### config.mk
export PLATFORM = sky130hd
export DESIGN_NAME = regfile_cmd_initiator
export DESIGN_NICKNAME = d
export VERILOG_FILES = /design/src/rtl/regfile_cmd_initiator.sv
export SDC_FILE = /design/constraint.sdc
export NUM_CORES = 1
export LEC_CHECK = 0
export ABC_AREA = 1
export CORE_ASPECT_RATIO = 0.7
export CORE_MARGIN = 3
export CORE_UTILIZATION = 27
export CTS_CLUSTER_SIZE = 24
export DETAILED_ROUTE_END_ITERATION = 16
export GPL_TIMING_DRIVEN = 0
export SLEW_MARGIN = 20
export SYNTH_ARGS = -nofsm -noshare
export SYNTH_HDL_FRONTEND = slang
export SYNTH_SLANG_ARGS = --single-unit
### constraint.sdc
create_clock -name clk -period 4.4 [get_ports clk]
set_clock_uncertainty 0.15 [all_clocks]
set_input_delay 0.66 -clock clk [delete_from_list [all_inputs] [get_ports clk]]
set_output_delay 0.66 -clock clk [all_outputs]
set_load 0.005 [all_outputs]
### src/rtl/regfile_cmd_initiator.sv
`default_nettype none
// ============================================================================
// Module   : regfile_cmd_initiator
// Purpose  : Initiator side of the 4-bit register-file bus. Accepts one
//            register request at a time from an upstream command source,
//            issues a single bus transaction, waits for the responder ack
//            (or times out) and returns one response pulse.
// Ports    : clk, rst (async, active-high)
//            req_valid/req_ready/req_addr/req_data/req_read  - request side
//            bus_valid/bus_address/bus_data                  - bus strobe out
//            bus_ack/bus_rdata/bus_rdata_valid               - bus return
//            rsp_valid/rsp_rdata/rsp_error                   - response side
//            busy                                            - not idle
// Options  : define RETRY_EN to re-issue timed-out transactions up to
//            MAX_RETRY extra times before reporting an error.
// Revision : 1.0 - initial release
// ============================================================================
module regfile_cmd_initiator #(
  parameter int TIMEOUT   = 16,
  parameter int MAX_RETRY = 2
) (
  input  logic       clk,
  input  logic       rst,
  input  logic       req_valid,
  output logic       req_ready,
  input  logic [3:0] req_addr,
  input  logic [3:0] req_data,
  input  logic       req_read,
  output logic       bus_valid,
  output logic [3:0] bus_address,
  output logic [3:0] bus_data,
  input  logic       bus_ack,
  input  logic [3:0] bus_rdata,
  input  logic       bus_rdata_valid,
  output logic       rsp_valid,
  output logic [3:0] rsp_rdata,
  output logic       rsp_error,
  output logic       busy
);

  localparam logic [2:0] S_IDLE  = 3'd0;
  localparam logic [2:0] S_ISSUE = 3'd1;
  localparam logic [2:0] S_BCAST = 3'd2;
  localparam logic [2:0] S_RESP  = 3'd3;
  localparam logic [2:0] S_GAP   = 3'd4;
  localparam logic [2:0] S_RETRY = 3'd5;

  localparam int WAIT_W = (TIMEOUT > 2) ? $clog2(TIMEOUT) : 1;
  localparam logic [WAIT_W-1:0] c_WAIT_LAST = WAIT_W'(TIMEOUT - 1);
  localparam logic [3:0] c_READ_CODE = 4'hF;

  logic [2:0]        state_q, state_d;
  logic [WAIT_W-1:0] wait_q, wait_d;
  logic              read_q, read_d;
  logic [3:0]        bus_address_q, bus_address_d;
  logic [3:0]        bus_data_q, bus_data_d;
  logic              bus_valid_q, bus_valid_d;
  logic              req_ready_q, req_ready_d;
  logic              busy_q, busy_d;
  logic              rsp_valid_q, rsp_valid_d;
  logic [3:0]        rsp_rdata_q, rsp_rdata_d;
  logic              rsp_error_q, rsp_error_d;
  // Result computed on the transition into RESP.
  logic [3:0]        res_rdata;
  logic              res_error;
  logic              accept;

`ifdef RETRY_EN
  localparam int RETRY_W = (MAX_RETRY > 1) ? $clog2(MAX_RETRY + 1) : 1;
  logic [RETRY_W-1:0] retry_q, retry_d;
`endif

  assign accept = req_valid && req_ready_q;

  // State and registered outputs
  always_ff @(posedge clk or posedge rst) begin
    if (rst) begin
      state_q       <= S_IDLE;
      wait_q        <= '0;
      read_q        <= 1'b0;
      bus_address_q <= 4'h0;
      bus_data_q    <= 4'h0;
      bus_valid_q   <= 1'b0;
      req_ready_q   <= 1'b1;
      busy_q        <= 1'b0;
      rsp_valid_q   <= 1'b0;
      rsp_rdata_q   <= 4'h0;
      rsp_error_q   <= 1'b0;
`ifdef RETRY_EN
      retry_q       <= '0;
`endif
    end else begin
      state_q       <= state_d;
      wait_q        <= wait_d;
      read_q        <= read_d;
      bus_address_q <= bus_address_d;
      bus_data_q    <= bus_data_d;
      bus_valid_q   <= bus_valid_d;
      req_ready_q   <= req_ready_d;
      busy_q        <= busy_d;
      rsp_valid_q   <= rsp_valid_d;
      rsp_rdata_q   <= rsp_rdata_d;
      rsp_error_q   <= rsp_error_d;
`ifdef RETRY_EN
      retry_q       <= retry_d;
`endif
    end
  end

  // Next-state logic
  always_comb begin
    state_d   = state_q;
    wait_d    = '0;
    res_rdata = 4'h0;
    res_error = 1'b0;
`ifdef RETRY_EN
    retry_d   = retry_q;
`endif
    case (state_q)
      S_IDLE: begin
        if (accept) begin
`ifdef RETRY_EN
          retry_d = '0;
`endif
          if (!req_read && (req_data == c_READ_CODE)) begin
            // Write data would be indistinguishable from a read on the bus.
            state_d   = S_RESP;
            res_error = 1'b1;
          end else if (req_addr == 4'h0) begin
            state_d = S_BCAST;
          end else begin
            state_d = S_ISSUE;
          end
        end
      end
      S_ISSUE: begin
        if (bus_ack) begin
          state_d = S_RESP;
          if (read_q) begin
            if (bus_rdata_valid) res_rdata = bus_rdata;
            else                 res_error = 1'b1;
          end
        end else if (wait_q == c_WAIT_LAST) begin
`ifdef RETRY_EN
          if (retry_q < RETRY_W'(MAX_RETRY)) begin
            state_d = S_RETRY;
            retry_d = retry_q + 1'b1;
          end else begin
            state_d   = S_RESP;
            res_error = 1'b1;
          end
`else
          state_d   = S_RESP;
          res_error = 1'b1;
`endif
        end else begin
          wait_d = wait_q + 1'b1;
        end
      end
      S_BCAST: state_d = S_RESP;
      S_RESP:  state_d = S_GAP;
      S_GAP:   state_d = S_IDLE;
      S_RETRY: state_d = S_ISSUE;
      default: state_d = S_IDLE;
    endcase
  end

  // Output logic: next values of the registered outputs
  always_comb begin
    bus_valid_d   = (state_d == S_ISSUE) || (state_d == S_BCAST);
    req_ready_d   = (state_d == S_IDLE);
    busy_d        = (state_d != S_IDLE);
    rsp_valid_d   = (state_d == S_RESP);
    rsp_rdata_d   = (state_d == S_RESP) ? res_rdata : 4'h0;
    rsp_error_d   = (state_d == S_RESP) ? res_error : 1'b0;
    read_d        = read_q;
    bus_address_d = bus_address_q;
    bus_data_d    = bus_data_q;
    if (accept) begin
      read_d        = req_read;
      bus_address_d = req_addr;
      bus_data_d    = req_read ? c_READ_CODE : req_data;
    end
  end

  assign req_ready   = req_ready_q;
  assign bus_valid   = bus_valid_q;
  assign bus_address = bus_address_q;
  assign bus_data    = bus_data_q;
  assign rsp_valid   = rsp_valid_q;
  assign rsp_rdata   = rsp_rdata_q;
  assign rsp_error   = rsp_error_q;
  assign busy        = busy_q;

endmodule
`default_nettype wire
After elaboration in Yosys (flattened, before gate mapping)
Cells that the tools add are included.

Bits in registers: 25. Output and inout bits: 17.

Add/sub/neg operators: 1. Eq/ne operators: 9. Muxes and demuxes: 23. Reductions and logical operators: 8.

Operator list (count): 4-bit 2-to-1 mux (9); 3-bit case mux with 5 select lines (1); 3-bit by 2-bit equality test with 1-bit output, second input constant (4); 3-bit 2-to-1 mux (3); 4-bit equality test, second input constant (2); 1-bit 2-to-1 mux (7); 3-bit by 1-bit equality test with 1-bit output, second input constant (2); 3-bit logical NOT (2); 4-bit by 1-bit adder with 4-bit output, second input constant (1); 4-bit logical NOT (1); 2-bit 2-to-1 mux (2); 3-bit equality test, second input constant (1); 3-bit nonzero test (1); 1-bit logical AND (2); 1-bit case mux with 2 select lines (1); 1-bit logical NOT (1); 1-bit logical OR (1).

Logic depth before layout (Yosys ltp)
Depth in word-level cells: 7. Depth in mapped cells: 9. Mapped depth without buffers: 9.

Worst setup path after synthesis
OpenSTA, ideal clock, no wires.

Path kind: input to register. Start: in req_valid. End: reg bus_valid_q, in the netlist bus_valid. Arrival time: 1207 ps. Required time: 4134 ps. Slack: 2926 ps. Cell stages on the path: 7. Path through: nand2_2 -> nor2_1 -> nand2_1 -> o21ai_2 -> nor2_2 -> nand2_1 -> nand2_1.

Longest elaborated chain between the ends: 5.

RTL lines: start, declared (RTL line 24) `input logic req_valid,`; 1-bit logical AND (*) (RTL line 73) `assign accept = req_valid && req_ready_q;`; 3-bit 2-to-1 mux (*) (RTL line 121) `if (accept) begin`; 3-bit case mux with 5 select lines (*) (RTL line 119) `case (state_q)`; 3-bit by 1-bit equality test with 1-bit output or 3-bit by 2-bit equality test with 1-bit output (tied branches) (RTL line 170) `bus_valid_d = (state_d == S_ISSUE) || (state_d == S_BCAST);`; 1-bit logical OR (*) (RTL line 170); via bus_valid_d (RTL line 57) `logic bus_valid_q, bus_valid_d;`; end signal, assigned (RTL line 98) `bus_valid_q <= bus_valid_d;`; end, declared (RTL line 57).

Mark *: on every way through the listed nets, which the timed path passes. The rest lies on a longest branch. A chain may end at the register's enable or synchronous reset.

Final worst setup path
Start: reg req_ready_q, in the netlist req_ready. End: out req_ready.

RTL lines: start, declared (RTL line 58) `logic req_ready_q, req_ready_d;`; start signal, assigned (RTL line 99) `req_ready_q <= req_ready_d;`; end, declared (RTL line 25) `output logic req_ready,`.

No word-level cell between the ends.

==> implementation parameters <==
Parameter                              Value

STA
  Minimum period implied by the final worst setup slack    2140 ps
  Number of max-slew violations in the final report    0
  Setup TNS    0 ps
  Post-route fraction of the period consumed by the critical path    48.6%
  Final Setup Violations    0
  Relative slew margins    35.8%
  Hold Slack    slightly above 300 ps
  Actual transition at the worst max-transition pin    962 ps
  Fmax    approximately 470 MHz
  RSZ-0062 raised after global routing    false
  Final hold violations    0

Power
  Maximum VDD drop    0.274 mV
  Leakage    0.719 nW
  Power per unit of standard cell area    560 nW/um^2

Clocking
  Post-CTS Setup Inserts    0
  Bufs on Longest Clock Path    2
  CTS H-Tree Depth    1
  Count of clock tree sinks    25
  Number of hold-repair buffers added at the cts stage    0
  Clock Tree Root    sky130_fd_sc_hd__clkbuf_8
  TritonCTS clock tree    done
  Clock buffer count from CTS    3
  Number of gates resized after CTS    0
  Clock-pin slew on the worst setup and hold paths    approximately 80 ps
  Clock latency at the later pin of the worst-skew pair    270 ps

Setup path
  Worst setup path category    register to primary output
  Kind of start point of the critical path    register
  Critical path's top delay family    flip-flops
  Maximum fanout along the worst path    3
  Critical path required time    3590 ps
  Cell type of the slowest stage on the worst timing path    sky130_fd_sc_hd__dfstp_2
  Delay contributed by the slowest stage of the critical path    560 ps
  Endpoint type of the worst setup path    primary output
  CP bufs+invs    1
  Arrival time reported for the critical path endpoint    1330 ps
  Critical path cell sequence    clkdlybuf4s50_1

Die
  IO Count    35
  Number of placement rows    18
  Effective utilization at floorplan    29.2%
  Die height    58.7 microns
  Die width    81.3 microns
  Core footprint    3670 sq um
  Floorplan die area    approximately 4800 sq um

Drt
  Via Count    911
  Starting DRC count in detailed routing    45
  Iteration count of the initial detailed-routing pass    5
  Routed wire per std cell    11.4 microns
  Routed Antenna Nets    0
  Via count normalized by instance count    4.28
  Remaining DRCs    0
  DRT Wirelength    2430 microns

GRT
  Wire length of the first global-routing pass    just over 4000 microns
  Pin count of the biggest net entering global routing    26
  Number of global-route vias before repair    890
  Remaining Overflow, GRT    0
  All-Layer GR Usage    between 10% and 20%
  Antenna violations before repair    0

Hold path
  Class of the tightest hold or removal check    register to register

Cells and area
  Inserted Diodes    0
  Fraction of final layout cells with drive strength greater than 1    10.4%
  Most common cell after layout, fill and taps aside    sky130_fd_sc_hd__clkdlybuf4s50_1
  Area growth syn-to-layout    41.8%
  Fin nets    183
  Number of filler instances in the final layout    around 360
  Commonest cells after routing, fill and taps aside    sky130_fd_sc_hd__clkdlybuf4s50_1 (34), sky130_fd_sc_hd__nand2_1 (33), sky130_fd_sc_hd__nor2_1 (24), sky130_fd_sc_hd__dfrtp_1 (24), sky130_fd_sc_hd__nand3_1 (9)

Logic synthesis
  Post-Synth XOR/XNOR Area    0.817%
  Warnings, synthesis    0
  Netlist area before placement    ~1100 sq um
  Mux share of post-synthesis cell area    0%
  Number of synthesized register bits    25
  Main combinational cell family by area after synthesis    simple AND/OR/NAND/NOR gates
  Number of nets in the synthesized netlist    roughly 140
  Part of the Yosys area used for sequential elements    58.5%
  Unique cell type count in the Yosys netlist    20
  Synth Area in Compound Gates    under 10%
  Mapped Cells    125
  Mean instance size in the synthesized netlist    approximately 8.6 sq um
  Share of synthesized cell area in and, or, nand and nor gates    between 20% and 30%
  Adder-Cell Fraction of Synth Area    1.17%

Placement
  Routability congestion estimate    0.879
  Count of buffers from port buffering    34
  HPWL reported at the end of detailed placement    around 1900 microns

Run
  Max_cap viols    0

Status
  Result of the run    finished, final reports clean
synth_stat cells (all sizes together):
library cell	number	area (sq um)
nor3	1	5.00
o21ai	8	43.8
nor2	25	96.4
a21oi	2	13.8
clkbuf	1	3.75
nand2	36	143
dfstp	1	26.3
inv	13	48.8
dfrtp	24	601
nand3	10	55.1
ha	1	12.5
nand3b	1	7.51
xor2	1	8.76
a211oi	1	7.51
worst paths after layout:
| kind | from | end | slack [ps] | cells past startpoint |
|---|---|---|---|---|
| max | req_ready | req_ready | 2260 | 1 |
| min | wait_q[0] | wait_q[0] | 310 | 1 |
| max reg2reg | wait_q[0] | busy | 2850 | 7 |
| min reg2reg | wait_q[0] | wait_q[0] | 310 | 1 |
| max in group asynchronous | rst | wait_q[3] | 2740 | 2 |
| min in group asynchronous | rst | bus_address[2] | 770 | 2 |
registers in the layout, summed over array words and instances (netlist names):
signal and flops:
busy 1, rsp_valid 1, wait_q 4, rsp_error 1, read_q 1, req_ready 1, bus_data 4, rsp_rdata 4
bus_valid 1, bus_address 4, state_q 3
report_power, final:
part	internal [mW]	switching [mW]	leakage, nW
Clock	0.0647	0.0695	0.0228
Sequential	0.313	0.0444	0.319
Combinational	0.179	0.181	0.377
Total	0.556	0.295	0.719
per-stage QoR:
step | cells | area [sq um] | utilization, % | total power [mW] | worst slack, ps
global placement | 209 | 1480 | 40.2 | 0.717 | 2290
finish | 213 | 1520 | 41.4 | 0.852 | 2260
global route | 213 | 1520 | 41.4 | 0.922 | 2220
detailed placement | 209 | 1480 | 40.2 | 0.725 | 2250
floorplan | 125 | 1070 | - | 0.541 | 2930
CTS | 213 | 1520 | 41.4 | 0.865 | 2250
cell families after synthesis:
family,Yosys count
AOI/OAI and AO/OA,11
buffers and inverters,14
xor gates and xnor gates,1
adders and majority gates,1
DFF,25
and+or+nand+nor,73
cell type report:
type	count	area, sq um	area share [%]
Sequential cell	25	627	41.2
Multi-Input combinational cell	86	393	25.8
Timing Repair Buffer	34	340	22.4
Tap cell	50	62.6	4.12
Inverter	13	48.8	3.21
Clock buffer	4	45.0	2.96
Buffer	1	3.75	0.247
metal layers:
layer  GRT usage (%)  share of wire, %
met3            4.59               7.3
met4            1.45              0.29
met2            17.5                42
met1            14.9                50
met5               0                 0
Power figures use the tool's default switching activity.
